## src/rtl/spi_slave_pkg.sv

```systemverilog
// Shared types and default widths for the SPI slave protocol controller.
package spi_slave_pkg;

  // Protocol states; encoding is fixed so debug captures decode consistently.
  typedef enum logic [2:0] {
    IDLE      = 3'd0,
    CHK_CMD   = 3'd1,
    WRITE     = 3'd2,
    READ_ADD  = 3'd3,
    READ_DATA = 3'd4,
    TX_WAIT   = 3'd5,
    TX_SHIFT  = 3'd6,
    DONE      = 3'd7
  } state_e;

  localparam int RX_WIDTH_DEF = 10;
  localparam int TX_WIDTH_DEF = 8;

endpackage

```

## src/rtl/spi_tx_serializer.sv

```systemverilog
// MSB-first parallel-to-serial shifter for read data returned to the master.
module spi_tx_serializer #(
  parameter int TX_WIDTH = 8
) (
  input  logic                clk,
  input  logic                rst_n,
  input  logic                load,
  input  logic [TX_WIDTH-1:0] load_data,
  input  logic                active,
  output logic                last,
  output logic                serial_out
);

  localparam int CW = (TX_WIDTH > 1) ? $clog2(TX_WIDTH) : 1;
  localparam logic [CW-1:0] LAST_IDX = CW'(TX_WIDTH - 1);

  logic [TX_WIDTH-1:0] tx_shreg_reg;
  logic [CW-1:0]       tx_cnt_reg;

  // Load a fresh byte, otherwise shift one bit out per cycle while active.
  always_ff @(posedge clk) begin
    if (!rst_n) begin
      tx_shreg_reg <= '0;
      tx_cnt_reg   <= '0;
    end else if (load) begin
      tx_shreg_reg <= load_data;
      tx_cnt_reg   <= '0;
    end else if (active) begin
      tx_shreg_reg <= {tx_shreg_reg[TX_WIDTH-2:0], 1'b0};
      tx_cnt_reg   <= tx_cnt_reg + 1'b1;
    end
  end

  // Flag the final bit and gate the line low whenever not shifting.
  always_comb begin
    last       = (tx_cnt_reg == LAST_IDX);
    serial_out = active & tx_shreg_reg[TX_WIDTH-1];
  end

endmodule

```

## src/rtl/spi_slave_ctrl.sv

```systemverilog
// SPI slave protocol FSM: frames 10-bit command words from MOSI using the
// external bit counter and returns 8-bit read data on MISO.
module spi_slave_ctrl
  import spi_slave_pkg::*;
#(
  parameter int RX_WIDTH = RX_WIDTH_DEF,
  parameter int TX_WIDTH = TX_WIDTH_DEF
) (
  input  logic                clk,
  input  logic                rst_n,
  input  logic                SS_n,
  input  logic                MOSI,
  output logic                MISO,
  output logic                cnt_start,
  input  logic                cnt_finish,
  output logic [RX_WIDTH-1:0] rx_data,
  output logic                rx_valid,
  input  logic [TX_WIDTH-1:0] tx_data,
  input  logic                tx_valid
);

  state_e              state_reg, state_next;
  logic                rd_addr_seen_reg, rd_addr_seen_next;
  logic [RX_WIDTH-1:0] rx_shreg_reg;
  logic [RX_WIDTH-1:0] rx_data_reg;
  logic                rx_valid_reg;
  logic                rx_state;
  logic                rx_capture;
  logic                tx_load;
  logic                tx_active;
  logic                tx_last;

  // Next-state and control decode; a deselect overrides every other event.
  always_comb begin
    state_next        = state_reg;
    rd_addr_seen_next = rd_addr_seen_reg;
    rx_state          = 1'b0;
    cnt_start         = 1'b0;
    rx_capture        = 1'b0;
    tx_load           = 1'b0;
    tx_active         = 1'b0;
    case (state_reg)
      IDLE: begin
        if (!SS_n) state_next = CHK_CMD;
      end
      CHK_CMD: begin
        if (!MOSI)                 state_next = WRITE;
        else if (rd_addr_seen_reg) state_next = READ_DATA;
        else                       state_next = READ_ADD;
      end
      WRITE, READ_ADD, READ_DATA: begin
        rx_state  = 1'b1;
        cnt_start = 1'b1;
        if (cnt_finish) begin
          rx_capture = 1'b1;
          if (state_reg == READ_DATA) begin
            state_next = TX_WAIT;
          end else begin
            state_next = DONE;
          end
          if (state_reg == READ_ADD) rd_addr_seen_next = 1'b1;
        end
      end
      TX_WAIT: begin
        if (tx_valid) begin
          tx_load    = 1'b1;
          state_next = TX_SHIFT;
        end
      end
      TX_SHIFT: begin
        tx_active = 1'b1;
        if (tx_last) begin
          state_next        = DONE;
          rd_addr_seen_next = 1'b0;
        end
      end
      DONE: begin
        state_next = DONE;
      end
      default: begin
        state_next = IDLE;
      end
    endcase
    if (SS_n && (state_reg != IDLE)) begin
      state_next        = IDLE;
      rd_addr_seen_next = rd_addr_seen_reg;
      rx_capture        = 1'b0;
      tx_load           = 1'b0;
    end
  end

  // State and read-address tracking registers.
  always_ff @(posedge clk) begin
    if (!rst_n) begin
      state_reg        <= IDLE;
      rd_addr_seen_reg <= 1'b0;
    end else begin
      state_reg        <= state_next;
      rd_addr_seen_reg <= rd_addr_seen_next;
    end
  end

  // Deserialise MOSI MSB first until the counter reports a full word.
  always_ff @(posedge clk) begin
    if (!rst_n) begin
      rx_shreg_reg <= '0;
    end else if (rx_state && !cnt_finish) begin
      rx_shreg_reg <= {rx_shreg_reg[RX_WIDTH-2:0], MOSI};
    end
  end

  // Publish a completed word with a single-cycle strobe; hold it until the next one.
  always_ff @(posedge clk) begin
    if (!rst_n) begin
      rx_data_reg  <= '0;
      rx_valid_reg <= 1'b0;
    end else begin
      rx_valid_reg <= rx_capture;
      if (rx_capture) rx_data_reg <= rx_shreg_reg;
    end
  end

  spi_tx_serializer #(
    .TX_WIDTH (TX_WIDTH)
  ) u_tx (
    .clk        (clk),
    .rst_n      (rst_n),
    .load       (tx_load),
    .load_data  (tx_data),
    .active     (tx_active),
    .last       (tx_last),
    .serial_out (MISO)
  );

  assign rx_data  = rx_data_reg;
  assign rx_valid = rx_valid_reg;

endmodule

```

## config.mk

```make
export PLATFORM = sky130hd
export DESIGN_NAME = spi_slave_ctrl
export DESIGN_NICKNAME = d
export VERILOG_FILES = /design/src/rtl/spi_slave_pkg.sv /design/src/rtl/spi_tx_serializer.sv /design/src/rtl/spi_slave_ctrl.sv
export SDC_FILE = /design/constraint.sdc
export NUM_CORES = 1
export LEC_CHECK = 0
export ABC_AREA = 1
export BUFFER_PORTS_ARGS = -buffer_cell sky130_fd_sc_hd__buf_2
export CAP_MARGIN = 10
export CORE_MARGIN = 2
export CORE_UTILIZATION = 59
export DETAILED_ROUTE_END_ITERATION = 10
export GPL_TIMING_DRIVEN = 0
export PLACE_DENSITY = 0.83
export RECOVER_POWER = 100
export SLEW_MARGIN = 40
export SYNTH_ARGS = -nofsm -noshare
export SYNTH_HDL_FRONTEND = slang
export SYNTH_SLANG_ARGS = --single-unit
```

## constraint.sdc

```tcl
create_clock -name clk -period 2.4 [get_ports clk]
set_clock_uncertainty 0.05 [all_clocks]
set_input_delay 0.24 -clock clk [delete_from_list [all_inputs] [get_ports clk]]
set_output_delay 0.24 -clock clk [all_outputs]
set_load 0.01 [all_outputs]
```

==> qor.yml, run 1 <==
outcome:
  status: "completed"
synth:
  synth_area_sq_um: 1600
  yosysWarningCount: 0
  syn_nets: 231
  synth_compound_area_share_pct: 15.4
  syn_area_per_cell_sq_um: 7.43
  synthSimpleGateAreaFrac_pct: 27.4
  muxShareOfSynthArea_pct: 0
  ys_seq_area_share_pct: 45.1
  synth_cells: 215
  synth_cell_types: 24
  ys_ff_latch: 36
  synth-adder-area-share_pct: 1.57
  synthXorXnorAreaFrac_pct: 0.549
  synth_top_family_by_area: "simple AND/OR/NAND/NOR gates"
power_and_ir_drop:
  power.share.clock_pct: 19.0
  p_leak_nw: 0.716
  seqPwrFrac_pct: 48.4
  p_switching_w: 0.000631
  power_frac_comb_pct: 32.6
  p_sw_share_pct: 37.0
  power_density_nw_per_um2: 967
  ir_drop_mv: 0.725
  p_int_w: 0.00107
critical_path:
  cp.arrival_ns: 2.08
  crit_chain: "inv_1, nor2_1, nand2_2, nor2_1, nand2_4, nand2_4, nor2_1, nor2_1, nor2_1"
  max_stage_delay_ns: 0.50
  slowest_stage: "nor2_1"
  cp.required_ns: 2.57
  worst-path-buf-inv: 1
  crit_family: "simple AND/OR/NAND/NOR gates"
  cp_common_cell: "nor2_1"
  worst_setup_path_start_kind: "register"
  worst-setup-path-type: "register to register"
  end_kind: "register"
  critical_path.max_fanout: 9
floorplan:
  start_util_pct: 63.3
  coreArea_sq_um: 2520
  std_cell_rows: 18
  die_area_sq_um: 3140
  ioPinCount: 27
  die_y_um: 56.0
  die_w_um: 56.0
final_layout:
  nets: 264
  fin_util_pct: 69.8
  layout_commonest_cell: "nor2_1"
  finalInstanceArea_sq_um: 1760
  drive_gt1_share_pct: 11.6
  syn2layout_area_growth_pct: 10.3
  num_antenna_cells: 0
  final_cell_mix: "nor2_1, dfxtp_1, o21ai_0"
timing:
  worst_slew_pin_slew_ns: 0.639
  finalCritPeriodShare_pct: 79.6
  slew_viol_final: 0
  hold_violations: 0
  fin_tns_setup_ns: 0
  fin_ws_ns: 0.489
  min_period_ns: 1.91
  rsz0062_at_grt: "false"
  max_freq_ghz: 0.523
  finalSetupViolCount: 0
  slew_headroom_pct: 57.2
  fin_hold_ws_ns: 0.127
clock_network:
  cts_sinks: 36
  clock_latency_ns: 0.33
  cts_setup_buffers: 0
  cts-root-buf: "clkbuf_4"
  clk_path_buf_depth: 2
  cts.htree.levels: 2
  cts_repair_resize_count: 0
  clk_pin_slew_ns: 0.10
  numCtsBuffers: 5
  cts_tree: "done"
  cts_hold_buffers: 0
detailed_routing:
  wl_per_cell_um: 10.4
  drt-vias-per-instance: 5.04
  drt_iter0_markers: 47
  dr.pass1.iters: 4
  drtAntennaViolNets: 0
  drc: 0
  vias: 1407
  wl_um: 2910
grt:
  antenna_found_initial: 0
  grt_pass1_wl_um: 5130
  grt_max_degree: 11
  grt_pass1_vias: 1260
  grt_overflow_total: 0
  grt_usage_pct: 20.5
flow_run:
  maxCapViolCount: 0
placement:
  io_buffers: 26
  gp_congestion: 0.836
  dpl.hpwl_um: 2230
  dpl_cell_area_sq_um: 1760
  pre_cts_ws_ns: 0.919
hold_path:
  min_path_type: "input port to register"
-- metal layers --
| layer | share of wire [%] | vias to the layer above | routed length, um | global-route usage (%) |
|---|---|---|---|---|
| li1 | - | 753 | - | - |
| met1 | 49 | 618 | 1410 | 26.6 |
| met5 | 0 | - | 0 | 0 |
| met3 | 4.7 | 10 | 136 | 5.12 |
| met4 | 2.4 | 0 | 69 | 10.9 |
| met2 | 44 | 26 | 1290 | 31.3 |
-- worst reg2reg max path, cell delays in order, from the launching register on --
cell	delay [ns]
dfxtp_1	0.44
inv_1	0.11
nor2_1	0.19
nand2_2	0.09
nor2_1	0.50
nand2_4	0.12
nand2_4	0.13
nor2_1	0.05
nor2_1	0.09
nor2_1	0.04
-- logic make-up (layout without fill, tap and decap cells) --
kind of cell               after synthesis  after routing
adders and majority gates                2              2
AOI/OAI and AO/OA                       48             48
and+or+nand+nor                         93             93
buffers and inverters                   35             69
xor gates and xnor gates                 1              1
DFF                                     36             36
-- synth_stat cells --
master / number / share of area (%)
inv_1: 23 / 5.4
ha_1: 2 / 1.6
o21bai_1: 1 / 0.47
nand3_1: 17 / 5.3
nand3_2: 1 / 0.63
buf_4: 3 / 1.4
clkbuf_1: 2 / 0.47
nor2_1: 46 / 11
nor2_4: 1 / 0.71
xnor2_1: 1 / 0.55
o21ai_1: 2 / 0.63
o21ai_0: 26 / 8.2
a21oi_1: 18 / 5.6
dfxtp_1: 36 / 45
buf_6: 2 / 1.4
o31ai_1: 1 / 0.47
inv_2: 3 / 0.71
buf_2: 1 / 0.31
clkinv_1: 1 / 0.23
nand2_4: 3 / 2.1
nand2_1: 18 / 4.2
nor2_2: 1 / 0.39
nand2_2: 5 / 2.0
nor2_8: 1 / 1.3
-- stage by stage --
step | power, W | cells
floorplan | 0.00128 | 215
global placement | 0.00144 | 271
detailed placement | 0.00145 | 271
CTS | 0.00178 | 279
global route | 0.00185 | 279
finish | 0.00170 | 279
-- power groups by stage --
| stage | clock network (W) | registers, W | logic, W |
|---|---|---|---|
| 3_5_place_dp | 0 | 0.000841 | 0.000612 |
| 5_1_grt | 0.000365 | 0.000844 | 0.000640 |
| 2_1_floorplan | 0 | 0.000848 | 0.000435 |
| 4_1_cts | 0.000338 | 0.000827 | 0.000613 |
| 6_report | 0.000324 | 0.000824 | 0.000555 |
| 3_3_place_gp | 0 | 0.000837 | 0.000602 |
-- layout make-up --
| class | instances | area [sq um] |
|---|---|---|
| timing repair buffer | 26 | 115 |
| tap | 30 | 37.5 |
| sequential | 36 | 721 |
| fill | 242 | 762 |
| multi-input combinational | 144 | 678 |
| inverter | 27 | 101 |
| buffer | 8 | 48.8 |
| clock buffer | 8 | 58.8 |
-- worst paths after layout --
| path | end | depth (start not counted) | slack [ns] | from |
|---|---|---|---|---|
| max | u_tx.tx_shreg_reg[5] | 9 | 0.49 | state_reg[0] |
| max reg2reg | u_tx.tx_shreg_reg[5] | 9 | 0.49 | state_reg[0] |
| min | u_tx.tx_shreg_reg[0] | 3 | 0.13 | tx_data[0] |
| min reg2reg | rx_data[7] | 2 | 0.40 | rx_data[7] |
No activity file was read; power rests on OpenSTA's default activity.
==> run 2: changes to the inputs <==
- CORE_UTILIZATION: 59 -> 54
- PLACE_DENSITY: 0.83 -> 0.77
- clock period: 2.4 -> 1.77 ns (I/O delays scaled with it)
==> run 2 against run 1 <==
Against the previous run:
- design area grew 2.2%
- utilization shrank 5.1 points
- power grew 38%
- critical path depth shrank 3
- worst setup slack lost 0.35 ns
- sequential power grew 37%
- die area grew 8.6%
- critical path type is now register to output port
- hold slack lost 0.073 ns
- sequential share of layout area shrank 0.74 points
- count of clock-buffer cells in the layout shrank 1
- largest power group unchanged
- routed wire length shrank 0.24%
==> qor.yml, run 2 (synthesized netlist as in run 1, its figures left out) <==
detailed_routing:
  routed.top_layer: "met4"
  drt_iter0_markers: 69  # +47%
  wl_met1_um: 1450  # +2.8%
  drc: 0  # unchanged
  vias: 1403  # -0.28%
  wl_per_cell_um: 10.3  # -0.95%
  route.met3.wl_um: 121  # -11%
  routed-wl-met2_um: 1290  # -0.31%
  dr.pass1.iters: 4  # unchanged
  drtAntennaViolNets: 0  # unchanged
  drt-vias-per-instance: 4.99  # -0.99%
  wl_um: 2910  # -0.24%
final_layout:
  seq_area_sq_um: 723  # +0.35%
  num-fill-cells: 261  # +7.9%
  drive_gt1_share_pct: 15.6  # +4.0 points
  final_cell_mix: "nor2_1, dfxtp_1, o21ai_0"
  multi_input_area_sq_um: 704  # +3.9%
  nets: 265  # +0.38%
  syn2layout_area_growth_pct: 12.7
  layout_commonest_cell: "nor2_1"
  num_antenna_cells: 0  # unchanged
clock_network:
  numCtsBuffers: 5  # unchanged
  cts_sinks: 36  # unchanged
  cts_hold_buffers: 0  # unchanged
  cts_tree: "done"
  clk_pin_slew_ns: 0.10  # about the same
  clk_path_buf_depth: 2  # unchanged
  clock_latency_ns: 0.33  # about the same
  cts.htree.levels: 2  # unchanged
  cts-root-buf: "clkbuf_4"
floorplan:
  coreArea_sq_um: 2780  # +10%
  std_cell_rows: 19  # +1
  die_y_um: 58.4  # +4.2%
  die_area_sq_um: 3410  # +8.6%
  die_w_um: 58.4  # +4.2%
  ioPinCount: 27  # unchanged
  start_util_pct: 57.4  # -5.9 points
hold_path:
  min_path_type: "input port to register"
  whs_path_depth: 3  # unchanged
critical_path:
  rrSetupSlack_ns: 0.20  # -0.29 ns
  critical_path.max_fanout: 10  # +1
  worst-setup-path-type: "register to output port"
  worst_setup_path_start_kind: "register"
  cp.arrival_ns: 1.41  # -0.67 ns
  cp.required_ns: 1.54  # -1.03 ns
  reg2reg_depth: 8  # -1
  end_kind: "output port"
grt:
  grt_usage_pct: 19.3  # -1.2 points
  grt_overflow_total: 0  # unchanged
  grt_pass1_vias: 1255  # -0.40%
  grt_max_degree: 12  # +1
  antenna_found_initial: 0  # unchanged
  grt_pass1_wl_um: 5020  # -2.1%
power_and_ir_drop:
  power_density_nw_per_um2: 1300  # +35%
  p_leak_nw: 0.744  # +3.9%
  total_power_w: 0.00234  # +38%
  ir_drop_mv: 0.928  # +28%
timing:
  rsz0062_at_grt: "false"
  fin_tns_setup_ns: 0  # unchanged
  slew_headroom_pct: 72.7  # +15 points
  min_period_ns: 1.63
  slew_viol_final: 0  # unchanged
  worst_slew_pin_slew_ns: 0.409  # -0.230 ns
  hold_violations: 0  # unchanged
  finalCritPeriodShare_pct: 92.3
  finalSetupViolCount: 0  # unchanged
  max_freq_ghz: 0.612
flow_run:
  maxCapViolCount: 0  # unchanged
placement:
  dpl.hpwl_um: 2230  # +0.13%
  gp_congestion: 0.814  # -2.6%
  io_buffers: 26  # unchanged
outcome:
  status: "completed"
[run 2: critical path: stages (launching register included)]
cell      delay, ns
dfxtp_2        0.40
nand2_2        0.08
nor2_4         0.16
inv_2          0.08
buf_6          0.14
nor2_1         0.08
clkbuf_2       0.13
[run 2: cell type report]
type	instances	area share, %
well taps	31	2.16
flip-flops and latches	36	40.2
inverters	27	5.63
clock inverters	1	0.417
plain buffers	8	2.57
clock buffers	7	3.06
multi-input cells	144	39.2
repair buffers	27	6.82
[run 2: where the power goes]
part | total, W | switching (W) | internal [W]
combinational | 0.000762 | 0.000488 | 0.000274
clock | 0.000454 | 0.000260 | 0.000194
sequential | 0.00113 | 0.000134 | 0.000992
total | 0.00234 | 0.000881 | 0.00146
[run 2: per-layer routing]
metal,global-route usage (%),vias to the layer above
met4,9.63,0
met3,5.71,4
met2,30.3,23
met5,0,-
met1,24.1,625
li1,-,751
[run 2: stage by stage]
stage | setup WS, ns | util [%] | area, sq um | hold slack [ns] | std cells
2_1_floorplan | 0.456 | - | 1600 | 0.277 | 215
3_3_place_gp | 0.315 | 63.5 | 1770 | 0.383 | 272
3_5_place_dp | 0.294 | 63.5 | 1770 | 0.387 | 272
4_1_cts | 0.0143 | 65.7 | 1830 | 0.0449 | 280
5_1_grt | 0.0149 | 64.7 | 1800 | 0.0365 | 281
6_report | 0.137 | 64.7 | 1800 | 0.0541 | 281
[run 2: final timing paths]
| kind | from | end |
|---|---|---|
| max | state_reg[2] | MISO |
| min | tx_data[0] | u_tx.tx_shreg_reg[0] |
| max reg2reg | state_reg[0] | rx_shreg_reg[3] |
| min reg2reg | rx_data[7] | rx_data[7] |
[run 2: timing repair]
| item | 4_1_cts | 5_1_grt |
|---|---|---|
| setup buffers | 0 | 1 |
| endpoints found under the setup margin | 0 | 1 |
| gates resized for setup | 0 | 2 |
